`src/rtl/multicycle_control.sv`:
```
// Main-control FSM for the multi-cycle LEGv8 core: sequences fetch, decode, execute, memory and
// writeback, and decodes every datapath strobe from the current state.
module multicycle_control #(
  parameter int MEM_TIMEOUT = 16,
  parameter int TO_W        = 5
) (
  input  logic        clk,
  input  logic        rst_n,
  input  logic        run,
  input  logic [31:0] instr,
  input  logic        mem_ready,
  input  logic        alu_zero,
  output logic        alu_op1,
  output logic        alu_op0,
  output logic        alu_src_a,
  output logic [1:0]  alu_src_b,
  output logic        pc_write,
  output logic [1:0]  pc_src,
  output logic        ir_write,
  output logic        ir_valid,
  output logic        mem_read,
  output logic        mem_write,
  output logic        i_or_d,
  output logic        reg2loc,
  output logic        reg_write,
  output logic        mem_to_reg,
  output logic        busy,
  output logic        err
);

  typedef enum logic [3:0] {
    IDLE, FETCH, DECODE, EXEC_R, EXEC_I, R_WB, MEM_ADDR,
    MEM_RD, MEM_WB, MEM_WR, BRANCH_CB, JUMP, ERROR
  } state_t;

  localparam logic [TO_W-1:0] TO_LAST = TO_W'(MEM_TIMEOUT - 1);

  state_t          state;
  logic [TO_W-1:0] to_cnt;
  logic            is_store;
  logic            timed_out;
  logic            unused_fields;

  // Register fields are consumed by the datapath; only the opcode matters here.
  assign unused_fields = ^instr[20:0];

  // Last permitted wait cycle with no handshake; a same-cycle mem_ready still wins.
  assign timed_out = !mem_ready && (to_cnt == TO_LAST);

  function automatic state_t decode_op(input logic [10:0] op);
    state_t nxt;
    nxt = ERROR;
    if (op inside {11'h458, 11'h658, 11'h450, 11'h550}) nxt = EXEC_R;
    else if (op[10:1] == 10'h244)                       nxt = EXEC_I;
    else if (op == 11'h7C2 || op == 11'h7C0)            nxt = MEM_ADDR;
    else if (op[10:3] == 8'hB4)                         nxt = BRANCH_CB;
    else if (op[10:5] == 6'b000101)                     nxt = JUMP;
    return nxt;
  endfunction

  always_ff @(posedge clk) begin
    if (!rst_n) begin
      state    <= IDLE;
      to_cnt   <= '0;
      is_store <= 1'b0;
    end else begin
      case (state)
        IDLE: if (run) begin
          state  <= FETCH;
          to_cnt <= '0;
        end
        FETCH: begin
          if (mem_ready)      state  <= DECODE;
          else if (timed_out) state  <= ERROR;
          else                to_cnt <= to_cnt + TO_W'(1);
        end
        DECODE: begin
          state    <= decode_op(instr[31:21]);
          is_store <= (instr[31:21] == 11'h7C0);
        end
        EXEC_R, EXEC_I: state <= R_WB;
        MEM_ADDR: begin
          state  <= is_store ? MEM_WR : MEM_RD;
          to_cnt <= '0;
        end
        MEM_RD: begin
          if (mem_ready)      state  <= MEM_WB;
          else if (timed_out) state  <= ERROR;
          else                to_cnt <= to_cnt + TO_W'(1);
        end
        MEM_WR: begin
          if (mem_ready) begin
            state  <= run ? FETCH : IDLE;
            to_cnt <= '0;
          end else if (timed_out) begin
            state  <= ERROR;
          end else begin
            to_cnt <= to_cnt + TO_W'(1);
          end
        end
        R_WB, MEM_WB, BRANCH_CB, JUMP: begin
          state  <= run ? FETCH : IDLE;
          to_cnt <= '0;
        end
        ERROR:   state <= ERROR;
        default: state <= IDLE;
      endcase
    end
  end

  always_comb begin
    alu_op1    = 1'b0;
    alu_op0    = 1'b0;
    alu_src_a  = 1'b0;
    alu_src_b  = 2'd0;
    pc_write   = 1'b0;
    pc_src     = 2'd0;
    ir_write   = 1'b0;
    ir_valid   = 1'b0;
    mem_read   = 1'b0;
    mem_write  = 1'b0;
    i_or_d     = 1'b0;
    reg2loc    = 1'b0;
    reg_write  = 1'b0;
    mem_to_reg = 1'b0;
    busy       = (state != IDLE) && (state != ERROR);
    err        = (state == ERROR);
    case (state)
      FETCH: begin
        mem_read  = 1'b1;
        alu_src_b = 2'd1;
        ir_write  = mem_ready;
        pc_write  = mem_ready;
      end
      DECODE: begin
        alu_src_b = 2'd3;
        ir_valid  = 1'b1;
      end
      EXEC_R: begin
        alu_src_a = 1'b1;
        alu_op1   = 1'b1;
      end
      EXEC_I: begin
        alu_src_a = 1'b1;
        alu_src_b = 2'd2;
      end
      R_WB: reg_write = 1'b1;
      MEM_ADDR: begin
        alu_src_a = 1'b1;
        alu_src_b = 2'd2;
        reg2loc   = is_store;
      end
      MEM_RD: begin
        mem_read = 1'b1;
        i_or_d   = 1'b1;
      end
      MEM_WB: begin
        reg_write  = 1'b1;
        mem_to_reg = 1'b1;
      end
      MEM_WR: begin
        mem_write = 1'b1;
        i_or_d    = 1'b1;
        reg2loc   = 1'b1;
      end
      BRANCH_CB: begin
        reg2loc   = 1'b1;
        alu_src_a = 1'b1;
        alu_op0   = 1'b1;
        pc_src    = 2'd1;
        pc_write  = alu_zero;
      end
      JUMP: begin
        pc_src   = 2'd2;
        pc_write = 1'b1;
      end
      default: ;
    endcase
  end

endmodule
```
`config.mk`:
```
export PLATFORM = sky130hd
export DESIGN_NAME = multicycle_control
export DESIGN_NICKNAME = d
export VERILOG_FILES = /design/src/rtl/multicycle_control.sv
export SDC_FILE = /design/constraint.sdc
export NUM_CORES = 1
export LEC_CHECK = 0
export BUFFER_PORTS_ARGS = -buffer_cell sky130_fd_sc_hd__buf_2
export CORE_MARGIN = 3
export CORE_UTILIZATION = 41
export CTS_CLUSTER_SIZE = 16
export DETAILED_ROUTE_END_ITERATION = 6
export GPL_TIMING_DRIVEN = 0
export HOLD_SLACK_MARGIN = 0.08
export PLACE_DENSITY = 0.79
export SLEW_MARGIN = 20
export SYNTH_ARGS = -nofsm -noshare
export SYNTH_HDL_FRONTEND = slang
export SYNTH_SLANG_ARGS = --single-unit
```
`constraint.sdc`:
```
create_clock -name clk -period 2.2 [get_ports clk]
set_clock_uncertainty 0.2 [all_clocks]
set_input_delay 0.11 -clock clk [delete_from_list [all_inputs] [get_ports clk]]
set_output_delay 0.11 -clock clk [all_outputs]
set_load 0.05 [all_outputs]
```
; Word level (Yosys, flattened, before mapping)
; Cells that the tools add are included.
[totals]
elab_cells = 79
regBits = 10
[op_classes]
reduce_logical = 18
add_sub_neg = 1
n_eq_ne = 25
muxes = 32
[ops]
columns = op, count
row1 = "11-bit == test, second input constant", 6
row2 = 4-bit 2-to-1 mux, 9
row3 = 4-bit case mux with 9 select lines, 1
row4 = "4-bit == test, second input constant", 5
row5 = 5-bit 2-to-1 mux, 4
row6 = 5-bit case mux with 4 select lines, 1
row7 = "4-bit by 3-bit == test with 1-bit output, second input constant", 4
row8 = 4-bit nonzero test, 3
row9 = 2-bit OR reduction, 6
row10 = 1-bit 2-to-1 mux, 11
row11 = "10-bit == test, second input constant", 1
row12 = "4-bit by 2-bit == test with 1-bit output, second input constant", 2
row13 = "8-bit == test, second input constant", 1
row14 = 4-bit OR reduction, 2
row15 = "6-bit by 3-bit == test with 1-bit output, second input constant", 1
row16 = 3-bit 2-to-1 mux, 2
row17 = 2-bit case mux with 3 select lines, 1
row18 = "5-bit by 1-bit adder with 5-bit output, second input constant", 1
row19 = "5-bit by 4-bit == test with 1-bit output, second input constant", 1
row20 = 5-bit OR reduction, 1
row21 = "4-bit by 1-bit == test with 1-bit output, second input constant", 1
row22 = 4-bit logical NOT, 1
row23 = "2-bit inequality test, second input constant", 2
row24 = "4-bit inequality test, second input constant", 1
row25 = 7 further kinds, 8

; Logic depth before layout (Yosys ltp)
[depth]
word_depth = 7
depth_mapped = 7
ltp_nobuf = 7

; Least setup slack after synthesis
; Ideal clock, no wire load.
[synth_path]
path_type = reg-to-output
startpoint = reg state[3]
endpoint = out pc_write
required_time_ns = 1.890
t_arrival_ns = 2.152
slack_ns = -0.262
stages_incl_launch_ff = 6
path_buffers = 2
path_cell_list = dfxtp_1 -> buf_2 -> buf_1 -> nand2_1 -> nor2_1 -> a211o_1
[synth_via]
elab_chain_len = 2
elab_cells_between_ends = 4
cone_classes = 3 x eq/ne / 1 x mux
[synth_lines]
columns = element, line
row1 = "start, declared", 38  ; state_t state;
row2 = "start signal, assigned", 78  ; state <= decode_op(instr[31:21]);
row3 = "start signal, assigned", 83  ; state <= is_store ? MEM_WR : MEM_RD;
row4 = "start signal, assigned", 93  ; state <= run ? FETCH : IDLE;
row5 = 4-bit == test / 4-bit by 1-bit == test with 1-bit output (equally long branches), 128  ; case (state)
row6 = 1-bit case mux with 3 select lines (*), 128
row7 = "end, declared", 17  ; output logic pc_write,
; Every way passes the cells marked *; elsewhere a longest branch is shown, timed or not.

; Worst setup path after layout
[layout_path]
startpoint = reg to_cnt[0]
endpoint = reg to_cnt[0]
[layout_via]
elab_chain_len = 5
elab_cells_between_ends = 7
cone_classes = 1 x add/sub / 1 x eq/ne / 4 x mux / 1 x reduce/logical
[layout_lines]
columns = element, line
row1 = "start, declared", 39  ; logic [TO_W-1:0] to_cnt;
row2 = "start signal, assigned", 75  ; else to_cnt <= to_cnt + TO_W'(1);
row3 = "start signal, assigned", 89  ; else to_cnt <= to_cnt + TO_W'(1);
row4 = "start signal, assigned", 98  ; to_cnt <= to_cnt + TO_W'(1);
row5 = "parallel branches: the longest is 2 deep, another holds 5-bit by 1-bit adder with 5-bit output", n/a
row6 = 5-bit 2-to-1 mux (*), "74, 88, 95"
row7 = "5-bit 2-to-1 mux, on equally long branches", "92, 87"
row8 = 5-bit case mux with 4 select lines (*), 67  ; case (state)
; Every way passes the cells marked *. The select of a mux whose other input is x is not followed.
; A chain may end at the register's enable or synchronous reset.

==> results.json <==
{
  "required_ps": 2200,
  "syn2layout_area_growth_pct": 32.0,
  "synthDistinctLibCells": 56,
  "drc": 0,
  "htree_num_levels": 1,
  "rrSetupSlack_ps": 30,
  "yosys-top-cells-count": "19 x nor2_1, 10 x dfxtp_1, 8 x o21ai_0, 7 x nand2_1",
  "wirelength_um": 3160,
  "p_per_area_nw_per_um2": 355,
  "power.leakage_nw": 0.602,
  "yosysWarningCount": 0,
  "die_h_um": 58.3,
  "critical_path_peak_fanout": 5,
  "final_cell_count_no_fill": 224,
  "worstHoldStart": "instr[22]",
  "finalCriticalPeriod_ps": 2170,
  "worst_pin_slew_ps": 589,
  "drive_gt1_share_pct": 36.1,
  "tns_ps": 0,
  "cts_tree": "built",
  "crit_arrival_ps": 2170,
  "ant_nets": 0,
  "drtIter0Drc": 58,
  "utilization_pct": 58.2,
  "synthMostInstantiatedCell": "nor2_1",
  "placed_cells": 215,
  "io_pins": 55,
  "cts_sinks": 10,
  "cts_buffers": 3,
  "dp_slack_ps": -115,
  "setup_viol": 0,
  "r2r_start": "to_cnt[0]",
  "async_flop_share_pct": 0,
  "nets": 234,
  "place_area_um2": 1340,
  "maxCapViolations": 0,
  "antenna_found_initial": 0,
  "path_clk_slew_ps": 70,
  "syn-cell-area_um2": 1120,
  "clock_latency_ps": 270,
  "slew_violations": 0,
  "clockRootBuffer": "clkbuf_4",
  "status": "completed",
  "synth_flop_cell": "dfxtp_1",
  "track_usage_pct": 19.0,
  "grt_overflow": 0,
  "dr_total_vias": 1362,
  "core_area_um2": 2540,
  "syn_nets": 191,
  "cts_buffer_depth": 2,
  "yosys.area.top_type": "dfxtp_1",
  "relSlewSlack_pct": 60.7,
  "grt_pass1_wl_um": 5240,
  "gp_congestion": 0.853,
  "end_kind": "register",
  "yosys-top-cells-area": "dfxtp_1 18%, nor2_1 6.4%, nor4bb_1 3.6%, o21ai_0 3.6%, a31oi_1 2.8%",
  "viasPerCell": 6.08,
  "reg2reg_depth": 7,
  "fp.dieW_um": 58.3,
  "firstDrtPassIters": 4,
  "holdPathEnd": "state[3]",
  "worstHoldPathCells": 5,
  "grt_pass1_vias": 1226,
  "start_util_pct": 44.1,
  "routedWlPerCell_um": 14.1,
  "grt_max_degree": 20,
  "ys_seq_area_share_pct": 17.8,
  "synth_edf_count": 0,
  "ys_ff_latch": 10,
  "ir_drop_uv": 390,
  "start_kind": "register",
  "synthCells": 152,
  "fin_area_um2": 1480,
  "hp-class": "in2reg",
  "whs_ps": 88.3,
  "post-route-period-util_pct": 98.6,
  "rows": 18,
  "r2r-end": "to_cnt[0]",
  "syn_area_per_cell_um2": 7.38,
  "finalPower_mw": 0.526,
  "io_buffers": 33,
  "die-area_um2": 3400,
  "finalHoldViolations": 0,
  "path_class": "reg2reg",
  "hpwl_um": 2420,
  "fmax_ghz": 0.461,
  "fin_ws_ps": 29.9,
  "antennaDiodeCount": 0,
  "yosysTopAreaCellShare_pct": 17.8
}
[power by group]
part | leakage [nW] | switching [mW] | internal [mW]
registers | 0.0820 | 0.00530 | 0.188
logic | 0.499 | 0.104 | 0.0657
clock network | 0.0210 | 0.0625 | 0.100
[sequential cells by signal (all words and copies together) (netlist names)]
name and count:
state 4, to_cnt 5, is_store 1
[layout by cell type, fill, tap and decap left out, types with 3 or more instances in the layout]
| cell type | count |
|---|---|
| a21oi_1 | 3 |
| a31oi_1 | 5 |
| buf_2 | 35 |
| buf_4 | 6 |
| clkbuf_4 | 6 |
| dfxtp_1 | 8 |
| dlygate4sd3_1 | 3 |
| inv_1 | 5 |
| nand2_1 | 7 |
| nand2b_1 | 5 |
| nand3_1 | 6 |
| nand3b_1 | 3 |
| nor2_1 | 17 |
| nor3_1 | 4 |
| nor3b_1 | 3 |
| nor4b_1 | 3 |
| nor4bb_1 | 4 |
| o21a_1 | 4 |
| o21ai_0 | 8 |
| o31ai_1 | 3 |
[critical path, cell delays in order (launching register included)]
cell,delay (ps)
dfxtp_2,340
ha_4,160
and3_4,180
ha_4,150
nor2b_4,140
or3_4,390
or4_4,420
a21oi_2,110
[metal layers]
| metal | track usage (%) | vias to the layer above | part of all wire, % |
|---|---|---|---|
| met3 | 3.73 | 2 | 6.7 |
| met5 | 0 | - | 0 |
| met1 | 25.9 | 632 | 43 |
| li1 | - | 678 | - |
| met2 | 31.4 | 50 | 50 |
| met4 | 2.98 | 0 | 0.13 |
[area by class of cell]
| cell class | instances | area (µm²) |
|---|---|---|
| clock buffers | 4 | 36.3 |
| flip-flops and latches | 10 | 203 |
| well taps | 30 | 37.5 |
| plain buffers | 9 | 55.1 |
| repair buffers | 39 | 223 |
| fillers | 250 | 1060 |
| multi-input cells | 127 | 908 |
| inverters | 5 | 18.8 |
[how the worst max path moves through the flow]
stage,startpoint,end,slack (ps),cells after the start
finish,to_cnt[0],to_cnt[0],30,7
detailed placement,to_cnt[0],to_cnt[0],-110,7
floorplan,state[3],pc_write,-130,5
global route,to_cnt[0],to_cnt[0],-10,7
global placement,to_cnt[0],to_cnt[0],-90,7
CTS,to_cnt[0],to_cnt[0],-90,7
[logic make-up (layout without fill, tap and decap cells)]
kind of cell | count (synthesis) | in the layout | share of synthesized area [%]
DFF | 10 | 10 | 17.8
adders and majority gates | 2 | 2 | 2.23
xor gates and xnor gates | 1 | 1 | 0.781
AOI/OAI and AO/OA | 44 | 44 | 28.2
and+or+nand+nor | 78 | 78 | 42.9
buffers and inverters | 15 | 57 | 6.02
muxes | 2 | 2 | 2.01
[what timing repair did]
action,4_1_cts,5_1_grt
endpoints found under the hold margin,7,0
pin swaps,0,3
gates resized for setup,4,15
hold buffers,3,0
setup endpoints to repair,6,9
setup buffers,0,3
Power figures use the tool's default switching activity.
